File: src/rtl/vx_tcu_multi_top.sv
// Multi-unit tensor-core top: warp-id steering to NUM_UNITS engines, round-robin result merge.
// Optional perf counters enabled by defining VX_TCU_MULTI_PERF_EN.

module vx_tcu_fifo #(
    parameter int W     = 8,
    parameter int DEPTH = 2
) (
    input  logic         i_clk,
    input  logic         i_reset,
    input  logic         i_push,
    input  logic [W-1:0] i_data,
    input  logic         i_pop,
    output logic [W-1:0] o_data,
    output logic         o_full,
    output logic         o_empty
);
    localparam int PTR_W = (DEPTH > 1) ? $clog2(DEPTH) : 1;
    localparam int CNT_W = $clog2(DEPTH + 1);

    logic [W-1:0]     r_mem [DEPTH];
    logic [PTR_W-1:0] r_wr;
    logic [PTR_W-1:0] r_rd;
    logic [CNT_W-1:0] r_cnt;
    logic             w_push_ok;
    logic             w_pop_ok;

    assign o_full    = (r_cnt == CNT_W'(DEPTH));
    assign o_empty   = (r_cnt == '0);
    assign o_data    = r_mem[r_rd];
    assign w_push_ok = i_push && !o_full;
    assign w_pop_ok  = i_pop && !o_empty;

    function automatic logic [PTR_W-1:0] ptr_inc(input logic [PTR_W-1:0] p);
        return (p == PTR_W'(DEPTH - 1)) ? '0 : p + 1'b1;
    endfunction

    always_ff @(posedge i_clk) begin
        if (w_push_ok) r_mem[r_wr] <= i_data;
    end

    always_ff @(posedge i_clk) begin
        if (i_reset) begin
            r_wr  <= '0;
            r_rd  <= '0;
            r_cnt <= '0;
        end else begin
            if (w_push_ok) r_wr <= ptr_inc(r_wr);
            if (w_pop_ok)  r_rd <= ptr_inc(r_rd);
            case ({w_push_ok, w_pop_ok})
                2'b10:   r_cnt <= r_cnt + 1'b1;
                2'b01:   r_cnt <= r_cnt - 1'b1;
                default: r_cnt <= r_cnt;
            endcase
        end
    end
endmodule

// Single-stage engine: result is the bitwise complement of the resized payload.
module VX_tcu_core #(
    parameter int EXEC_W   = 256,
    parameter int RESULT_W = 256
) (
    input  logic                i_clk,
    input  logic                i_reset,
    input  logic                i_execute_valid,
    input  logic [EXEC_W-1:0]   i_execute_data,
    output logic                o_execute_ready,
    output logic                o_result_valid,
    output logic [RESULT_W-1:0] o_result_data,
    input  logic                i_result_ready
);
    logic                r_valid;
    logic [RESULT_W-1:0] r_data;

    assign o_execute_ready = !r_valid || i_result_ready;
    assign o_result_valid  = r_valid;
    assign o_result_data   = r_data;

    always_ff @(posedge i_clk) begin
        if (i_reset) begin
            r_valid <= 1'b0;
            r_data  <= '0;
        end else if (o_execute_ready) begin
            r_valid <= i_execute_valid;
            if (i_execute_valid) r_data <= ~RESULT_W'(i_execute_data);
        end
    end
endmodule

module vx_tcu_multi_top #(
    parameter int NUM_UNITS    = 2,
    parameter int EXEC_W       = 256,
    parameter int RESULT_W     = 256,
    parameter int WID_W        = 4,
    parameter int IN_DEPTH     = 2,
    parameter int OUT_DEPTH    = 4,
    parameter int MAX_INFLIGHT = 4,
    localparam int UNIT_W      = (NUM_UNITS > 1) ? $clog2(NUM_UNITS) : 1
) (
    input  logic                i_clk,
    input  logic                i_reset,
    input  logic                i_execute_valid,
    input  logic [WID_W-1:0]    i_execute_wid,
    input  logic [EXEC_W-1:0]   i_execute_data,
    output logic                o_execute_ready,
    output logic                o_result_valid,
    output logic [RESULT_W-1:0] o_result_data,
    output logic [UNIT_W-1:0]   o_result_unit,
    input  logic                i_result_ready,
`ifdef VX_TCU_MULTI_PERF_EN
    output logic [31:0]         o_perf_stall_cycles,
    output logic [31:0]         o_perf_issued,
`endif
    output logic                o_busy
);
    localparam int CNT_W = $clog2(MAX_INFLIGHT + 1);

    logic [UNIT_W-1:0]   w_tgt;
    logic                w_accept;
    logic                w_fire;
    logic                w_any;
    logic                w_unused_wid;
    logic [NUM_UNITS-1:0] w_cap, w_push, w_pop, w_busy_vec;
    logic [NUM_UNITS-1:0] w_in_full, w_in_empty, w_core_rdy, w_core_vld, w_out_full, w_out_empty;
    logic [EXEC_W-1:0]   w_in_data   [NUM_UNITS];
    logic [RESULT_W-1:0] w_core_data [NUM_UNITS];
    logic [RESULT_W-1:0] w_out_data  [NUM_UNITS];
    logic [CNT_W-1:0]    r_inflight  [NUM_UNITS];
    logic [UNIT_W-1:0]   r_grant, r_hold_unit, w_rr_unit, w_winner;
    logic                r_hold;

    assign w_unused_wid = ^i_execute_wid;

    generate
        if (NUM_UNITS > 1) begin : g_steer
            assign w_tgt = i_execute_wid[UNIT_W-1:0];
        end else begin : g_single
            assign w_tgt = '0;
        end
    endgenerate

    always_comb begin
        w_cap = '0;
        for (int u = 0; u < NUM_UNITS; u++)
            w_cap[u] = !w_in_full[u] && (r_inflight[u] < CNT_W'(MAX_INFLIGHT));
    end

    assign o_execute_ready = !i_reset && w_cap[w_tgt];
    assign w_accept        = i_execute_valid && o_execute_ready;

    generate
        for (genvar u = 0; u < NUM_UNITS; u++) begin : g_unit
            logic w_inc, w_dec;
            assign w_push[u]     = w_accept && (w_tgt == UNIT_W'(u));
            assign w_pop[u]      = w_fire && (w_winner == UNIT_W'(u));
            assign w_inc         = w_push[u];
            assign w_dec         = w_pop[u];
            assign w_busy_vec[u] = (r_inflight[u] != '0);

            vx_tcu_fifo #(.W(EXEC_W), .DEPTH(IN_DEPTH)) u_in_buf (
                .i_clk, .i_reset,
                .i_push  (w_push[u]),
                .i_data  (i_execute_data),
                .i_pop   (w_core_rdy[u]),
                .o_data  (w_in_data[u]),
                .o_full  (w_in_full[u]),
                .o_empty (w_in_empty[u])
            );

            VX_tcu_core #(.EXEC_W(EXEC_W), .RESULT_W(RESULT_W)) u_core (
                .i_clk, .i_reset,
                .i_execute_valid (!w_in_empty[u]),
                .i_execute_data  (w_in_data[u]),
                .o_execute_ready (w_core_rdy[u]),
                .o_result_valid  (w_core_vld[u]),
                .o_result_data   (w_core_data[u]),
                .i_result_ready  (!w_out_full[u])
            );

            vx_tcu_fifo #(.W(RESULT_W), .DEPTH(OUT_DEPTH)) u_out_fifo (
                .i_clk, .i_reset,
                .i_push  (w_core_vld[u]),
                .i_data  (w_core_data[u]),
                .i_pop   (w_pop[u]),
                .o_data  (w_out_data[u]),
                .o_full  (w_out_full[u]),
                .o_empty (w_out_empty[u])
            );

            always_ff @(posedge i_clk) begin
                if (i_reset) r_inflight[u] <= '0;
                else if (w_inc && !w_dec) r_inflight[u] <= r_inflight[u] + 1'b1;
                else if (w_dec && !w_inc) r_inflight[u] <= r_inflight[u] - 1'b1;
            end

            always_ff @(posedge i_clk) begin
                if (!i_reset) begin
                    assert (!(w_inc && !w_dec && r_inflight[u] == CNT_W'(MAX_INFLIGHT)));
                    assert (!(w_dec && !w_inc && r_inflight[u] == '0));
                end
            end
        end
    endgenerate

    // Lowest offset from the grant pointer wins; iterate downward so it is assigned last.
    always_comb begin
        w_rr_unit = r_grant;
        for (int i = NUM_UNITS - 1; i >= 0; i--)
            if (!w_out_empty[(int'(r_grant) + i) % NUM_UNITS])
                w_rr_unit = UNIT_W'((int'(r_grant) + i) % NUM_UNITS);
    end

    assign w_any          = !(&w_out_empty);
    assign w_winner       = r_hold ? r_hold_unit : w_rr_unit;
    assign o_result_valid = !i_reset && w_any;
    assign o_result_data  = o_result_valid ? w_out_data[w_winner] : '0;
    assign o_result_unit  = o_result_valid ? w_winner : '0;
    assign w_fire         = o_result_valid && i_result_ready;
    assign o_busy         = !i_reset && (|w_busy_vec);

    // A stalled offer is locked so a newly non-empty unit cannot retract it.
    always_ff @(posedge i_clk) begin
        if (i_reset) begin
            r_grant     <= '0;
            r_hold      <= 1'b0;
            r_hold_unit <= '0;
        end else begin
            r_hold      <= o_result_valid && !i_result_ready;
            r_hold_unit <= w_winner;
            if (w_fire) r_grant <= UNIT_W'((int'(w_winner) + 1) % NUM_UNITS);
        end
    end

`ifdef VX_TCU_MULTI_PERF_EN
    logic [31:0] r_perf_stall, r_perf_issued;
    always_ff @(posedge i_clk) begin
        if (i_reset) begin
            r_perf_stall  <= '0;
            r_perf_issued <= '0;
        end else begin
            if (i_execute_valid && !o_execute_ready && r_perf_stall != '1)
                r_perf_stall <= r_perf_stall + 1'b1;
            if (w_accept && r_perf_issued != '1)
                r_perf_issued <= r_perf_issued + 1'b1;
        end
    end
    assign o_perf_stall_cycles = r_perf_stall;
    assign o_perf_issued       = r_perf_issued;
`endif
endmodule
File: config.mk
export PLATFORM = sky130hd
export DESIGN_NAME = vx_tcu_multi_top
export DESIGN_NICKNAME = d
export VERILOG_FILES = /design/src/rtl/vx_tcu_multi_top.sv
export SDC_FILE = /design/constraint.sdc
export NUM_CORES = 2
export LEC_CHECK = 0
export ABC_AREA = 0
export CAP_MARGIN = 5
export CORE_MARGIN = 2
export CORE_UTILIZATION = 45
export CTS_CLUSTER_DIAMETER = 80
export CTS_CLUSTER_SIZE = 14
export DETAILED_ROUTE_END_ITERATION = 16
export GPL_TIMING_DRIVEN = 0
export SETUP_SLACK_MARGIN = 0.1
export SLEW_MARGIN = 20
export SYNTH_ARGS = -nofsm -noshare
export SYNTH_HDL_FRONTEND = slang
export SYNTH_SLANG_ARGS = --single-unit
export TNS_END_PERCENT = 30
File: constraint.sdc
create_clock -name i_clk -period 13.9 [get_ports i_clk]
set_input_delay 1.39 -clock i_clk [delete_from_list [all_inputs] [get_ports i_clk]]
set_output_delay 1.39 -clock i_clk [all_outputs]
set_load 0.02 [all_outputs]
; ---- Word level (Yosys, flattened, before mapping)
; Memories as Yosys holds them, arrays and structs flattened. A register that Yosys moved wholly into a read port is not among the register bits.
; Cells that the tools add are included.
[word_totals]
reg_bits = 539
input_bits = 264
ramBits = 3078
memories = 5
output_inout_bits = 260
elab_cells = 200
[mem_list]
columns = memory, words, word_bits, read_ports, rd_ports_with_merged_regs, wr, line
row1 = g_unit[0].u_out_fifo.r_mem, 4, 256, 1, 1, 1, 20  ; logic [W-1:0] r_mem [DEPTH];
row2 = g_unit[1].u_out_fifo.r_mem, 4, 256, 1, 1, 1, 20
row3 = g_unit[0].u_in_buf.r_mem, 2, 256, 1, 1, 1, 20
row4 = g_unit[1].u_in_buf.r_mem, 2, 256, 1, 1, 1, 20
row5 = r_inflight, 2, 3, 2, 0, 2, 128  ; logic [CNT_W-1:0] r_inflight [NUM_UNITS];
[classes]
n_mux = 63
eq_ne = 16
add_sub_neg = 22
reduce_logical = 57
n_bitwise = 12
n_lt_le_gt_ge = 6
[op_table]
columns = cell, count
row1 = $mux 256, 4
row2 = $not 256->256, 2
row3 = $mux 1, 43
row4 = $logic_and 1x1->1, 24
row5 = $eq 2x2->1 const B, 10
row6 = $logic_not 1->1, 17
row7 = $mux 2, 8
row8 = $add 2x1->2 const B, 6
row9 = $add 3x1->3 const B, 4
row10 = $mux 3, 4
row11 = $pmux 3 s2, 2
row12 = $sub 3x1->3 const B, 4
row13 = $eq 2x1->1 const B, 4
row14 = $pmux 2 s2, 2
row15 = $reduce_bool 2->1, 4
row16 = $add 1x1->1 const B, 6
row17 = $eq 3x3->1 const B, 2
row18 = $logic_not 3->1, 2
row19 = $lt 3x3->1 const B, 2
row20 = $reduce_and 2->1, 3
row21 = $reduce_bool 3->1, 2
row22 = $logic_not 2->1, 2
row23 = $lt 1x2->1 const B, 2
row24 = $not 1->1, 4
row25 = other kinds (8), 13

; ---- Longest topological paths before layout
[logic_depth]
depth_word = 17
depth_mapped = 12

; ---- Cells and area by module
; From an unflattened synthesis, not the netlist that was laid out.
[unflattened]
hier_cells = 7122
hier_area_um2 = 137217.9
[by_module_without_submodules]
columns = mod, n_inst, area_per_inst_um2, seq_area_each_um2, cells_per_inst
row1 = vx_tcu_fifo at g_unit[0].u_out_fifo ..., 2, 37673.6, 30929.7, 1391
row2 = vx_tcu_fifo at g_unit[0].u_in_buf ..., 2, 18631.6, 15474.8, 822
row3 = VX_tcu_core, 2, 10227.3, 5144.9, 889
row4 = vx_tcu_multi_top, 1, 4152.7, 240.2, 918

; ---- Worst setup path after synthesis
; OpenSTA, ideal clock, no wires.
[synth_path]
path_kind = input to register
start = input i_reset
end = memory g_unit[1].u_in_buf.r_mem[0][0] in the netlist's numbering (enable)
t_required_ns = 13.022
path_buffers = 1
slack_ns = 0.412
path_stages = 4
arrival_ns = 12.610
cell_sequence = clkbuf_1 nor3b_1 inv_1 nor2_1
[synth_between]
elab_chain_cells = 7
[synth_rtl]
columns = element, line
row1 = from (decl), 101  ; input logic i_reset,
row2 = $logic_not 1->1, 148  ; assign o_execute_ready = !i_reset && w_cap[w_tgt];
row3 = $logic_and 1x1->1, 148
row4 = $logic_and 1x1->1, 149  ; assign w_accept = i_execute_valid && o_execute_ready;
row5 = $logic_and 1x1->1, 154  ; assign w_push[u] = w_accept && (w_tgt == UNIT_W'(u));
row6 = $logic_and 1x1->1, 30  ; assign w_push_ok = i_push && !o_full;
row7 = $mux 1, 38  ; if (w_push_ok) r_mem[r_wr] <= i_data;
row8 = $mux 1 (implied by the code), 38
row9 = to (decl), 20
; Every way passes these cells.

; ---- Worst setup path after layout
[layout_path]
start = register g_unit[0].u_out_fifo.r_cnt[0]
end = output o_result_data[67]
[layout_between]
elab_chain_cells = 12
[layout_rtl]
columns = element, line
row1 = from (decl), 23  ; logic [CNT_W-1:0] r_cnt;
row2 = from (signal assigned), 50  ; 2'b10: r_cnt <= r_cnt + 1'b1;
row3 = from (signal assigned), 51  ; 2'b01: r_cnt <= r_cnt - 1'b1;
row4 = from (signal assigned), 52  ; default: r_cnt <= r_cnt;
row5 = $logic_not 3->1 *, 28  ; assign o_empty = (r_cnt == '0);
row6 = $mux 1 (implied by the code) (3 in a row), 209  ; if (!w_out_empty[(int'(r_grant) + i) % NUM_UNITS])
row7 = $mux 1 (2 in a row), 209
row8 = $mux 1, 214  ; assign w_winner = r_hold ? r_hold_unit : w_rr_unit;
row9 = $not 1->2 (implied by the code), 216  ; assign o_result_data = o_result_valid ? w_out_data[w_winner] : '0;
row10 = $mux 256 (implied by the code) (3 in a row), 216
row11 = $mux 256 *, 216
row12 = to (decl), 107  ; output logic [RESULT_W-1:0] o_result_data,
; Mark *: on every way between the ends. The rest lies on a longest branch, timed or not. The select of a mux whose other input is x is not followed.

==> results.cfg <==
[synth]
ys_ff_latch = 3623
syn_area_per_cell_um2 = 17.5
seq_area_frac_synth_pct = 77.9
syn_nets = 7845
synth_edf_count = 3078
synthCells = 7561
yosysUniqueCellTypes = 40
synth_flop_cell = edfxtp_1
netlist_area_um2 = 133000
yosys_warnings = 0
synth_async_sr_flop_share_pct = 0

[clock_tree]
path_clk_slew_ps = 70
post_cts_buffers = 0
clkLatencyLatePin_ps = 900
cts_hold_buf = 0
cts_root_buf = clkbuf_16
clock_path_buffers = 4
clock_sinks = 3623
htree_levels = 5
cts_tree = yes
cts_resized = 0
cts-buffers-inserted = 299

[global_route]
antenna_found_initial = 87
grt_pass1_vias = 69600
grt_max_degree = 45
grt_first_pass_wirelength_um = 480000
overflow = 0
grt_use_total_pct = 22.1

[detailed_routing]
drt-total-wl_um = 335000
dr.pass1.iters = 6
drcViolationCount = 0
vias_per_cell = 5.43
num_vias = 69000
wl_per_cell_um = 26.4
detail-route-antenna-nets = 0
drtIter0Drc = 6635

[power]
switchingPower_mw = 9.45
pwr-share-seq_pct = 47.5
p_per_area_nw_per_um2 = 192
leakagePower_nw = 48.9
power_mw = 29.7
peakVddDrop_mv = 0.106
switching_share_pct = 31.8
p_int_mw = 20.3
clkPwrFrac_pct = 26.4
power.share.combinational_pct = 26.1

[floorplan]
die_x_um = 547
core_area_um2 = 294000
start_util_pct = 45.2
rows = 199
fp.dieArea_um2 = 299000
io_pins = 524
die_h_um = 547

[timing]
slew_headroom_pct = 21.6
grt_setup_unrepaired = false
slew_viol_final = 0
post-route-min-period_ps = 6810
max_freq_mhz = 147
finClkSkew_ps = 34.7
worst_slew_pin_slew_ps = 1170
setup_viol = 0
final.period_utilization_pct = 49.0
fin_ws_ps = 7090
hold_viol = 0

[place]
placed_area_um2 = 146000
place.gp.congestion = 0.772
place_inst = 12100
portBuffers = 519
pre_cts_ws_ps = 7870
hpwl_um = 229000

[setup_path]
crit_fanout = 10
cp_cell_sequence = nor3_1, a21oi_1, nor2_1, clkbuf_2, buf_12, clkbuf_1, nand2_1, a21oi_1, clkdlybuf4s50_1
crit_type = flop to output port
crit_path_top_delay_cell = nor2_1
crit_arrival_ps = 5420
startpoint_type = flop
crit_top_cell = a21oi_1
required_ps = 12510
endpoint_kind = output port
critPathMaxStageDelay_ps = 910

[layout]
postLayoutCellArea_um2 = 155000
fin_cells = 12700
nFillCells = 23700
final_net_count = 8807
drive_gt1_share_pct = 12.7
syn_to_final_growth_pct = 16.9

[job]
maxCapViolCount = 0

[status]
status = complete, no violations

[hold_path]
hold_class = flop to flop
[layout make-up]
cell class / instances / area, um2 / share of cell area (%)
diodes: 25 / 62.6 / 0.0404
plain buffers: 432 / 1900 / 1.23
clock buffers: 498 / 8320 / 5.37
clock inverters: 27 / 354 / 0.228
inverters: 22 / 82.6 / 0.0533
multi-input cells: 3484 / 27400 / 17.7
flip-flops and latches: 3623 / 103000 / 66.7
well taps: 3919 / 4900 / 3.16
repair buffers: 661 / 8600 / 5.55
[synthesized netlist by cell type (2+ instances only)]
cell	count	area [um2]
edfxtp_1	3078	92400
nand2_1	1551	5820
a21oi_1	776	3880
dfxtp_1	545	10900
mux2i_1	519	5190
mux4_2	512	11500
clkbuf_1	314	1180
buf_1	50	188
buf_2	40	200
nor2_1	30	113
buf_6	22	248
inv_1	20	75.1
ha_1	17	213
a21oi_2	10	87.6
or3_1	9	56.3
and3_1	8	50.1
xnor2_1	8	70.1
buf_4	6	45.0
xor2_1	6	52.6
nand3_1	5	25.0
o21ai_0	5	25.0
nor3_1	4	20.0
and2_1	3	18.8
fa_1	3	60.1
nand3b_1	2	15.0
nand4b_1	2	17.5
o21ai_1	2	10.0
or4_1	2	15.0
[logic make-up (layout without fill, tap and decap cells)]
kind of cell,Yosys count,in the layout,share of synthesized area [%]
AOI/OAI and AO/OA,797,797,3.04
xor gates and xnor gates,14,14,0.0925
adders and majority gates,20,20,0.206
buffers and inverters,454,1640,1.46
DFF,3623,3623,77.9
muxes,1031,1031,12.6
other,0,25,0
and+or+nand+nor,1622,1622,4.67
[registers in the layout (all words and copies together) (netlist names), named ones only]
signal,count
g_unit.u_in_buf.r_wr,2
r_hold_unit,1
g_unit.u_in_buf.r_cnt,4
g_unit.u_out_fifo.r_rd,4
r_inflight,6
g_unit.u_out_fifo.r_cnt,6
g_unit.u_in_buf.r_mem,1024
g_unit.u_out_fifo.r_wr,4
r_grant,1
g_unit.u_in_buf.r_rd,2
g_unit.u_core.o_result_valid,2
g_unit.u_core.o_result_data,512
r_hold,1
g_unit.u_out_fifo.r_mem,2048
[worst max-delay path, delay by kind of cell (launching register included)]
| kind | cells | cell delay (ps) |
|---|---|---|
| buffers and inverters | 4 | 1990 |
| and+or+nand+nor | 3 | 1390 |
| DFF | 1 | 360 |
| AOI/OAI and AO/OA | 2 | 730 |
[worst paths after layout]
path                                        from  slack [ps]  cells after the start                                 end
max reg2reg        g_unit[0].u_out_fifo.r_cnt[0]        9830                     12       g_unit[1].u_out_fifo.r_cnt[2]
min          g_unit[0].u_core.o_result_data[175]         490                      0  g_unit[0].u_out_fifo.r_mem[2][175]
min reg2reg  g_unit[0].u_core.o_result_data[175]         490                      0  g_unit[0].u_out_fifo.r_mem[2][175]
max                g_unit[0].u_out_fifo.r_cnt[0]        7090                      9                   o_result_data[67]
[power by group through the flow]
stage | clock network (mW) | logic, mW | registers (mW)
after global routing | 8.44 | 8.36 | 14.3
after global placement | 0 | 7.57 | 14.6
after CTS | 8.04 | 7.93 | 14.1
final | 7.86 | 7.76 | 14.1
after floorplan | 0 | 4.38 | 14.3
after detailed placement | 0 | 7.89 | 14.4
[stage by stage]
stage               utilization, %  hold WS, ps  setup TNS (ps)
global route                  52.8          498               0
CTS                           52.8          484               0
global placement              48.6          465        -9331470
floorplan                        -          459               0
detailed placement            49.8          482               0
finish                        52.8          488               0
[metal layers]
metal | GRT usage, % | share of wire (%) | vias up
met5 | 0 | 0.081 | -
met4 | 6.40 | 2.7 | 40
met3 | 3.84 | 7.1 | 463
met2 | 36.7 | 49 | 2188
met1 | 30.1 | 41 | 35600
li1 | - | - | 30700
[cells in the final DEF (no fill, tap or decap), types with 7 or more instances in the layout]
master / synthesis / layout
buf_6: 22 / 22
clkdlybuf4s50_1: 0 / 519
diode_2: 0 / 25
a21oi_2: 10 / 10
clkbuf_2: 0 / 32
mux4_2: 512 / 512
inv_1: 20 / 20
buf_2: 40 / 40
buf_1: 50 / 49
a21oi_1: 776 / 776
edfxtp_1: 3078 / 3078
dfxtp_1: 545 / 545
mux2i_1: 519 / 519
clkinv_8: 0 / 7
inv_6: 0 / 9
xnor2_1: 8 / 8
clkbuf_1: 314 / 477
clkbuf_16: 0 / 303
or3_1: 9 / 9
and3_4: 0 / 8
buf_16: 0 / 75
ha_1: 17 / 17
nand2_1: 1551 / 1551
buf_12: 0 / 67
nor2_1: 30 / 27
No activity file was read; power rests on OpenSTA's default activity.
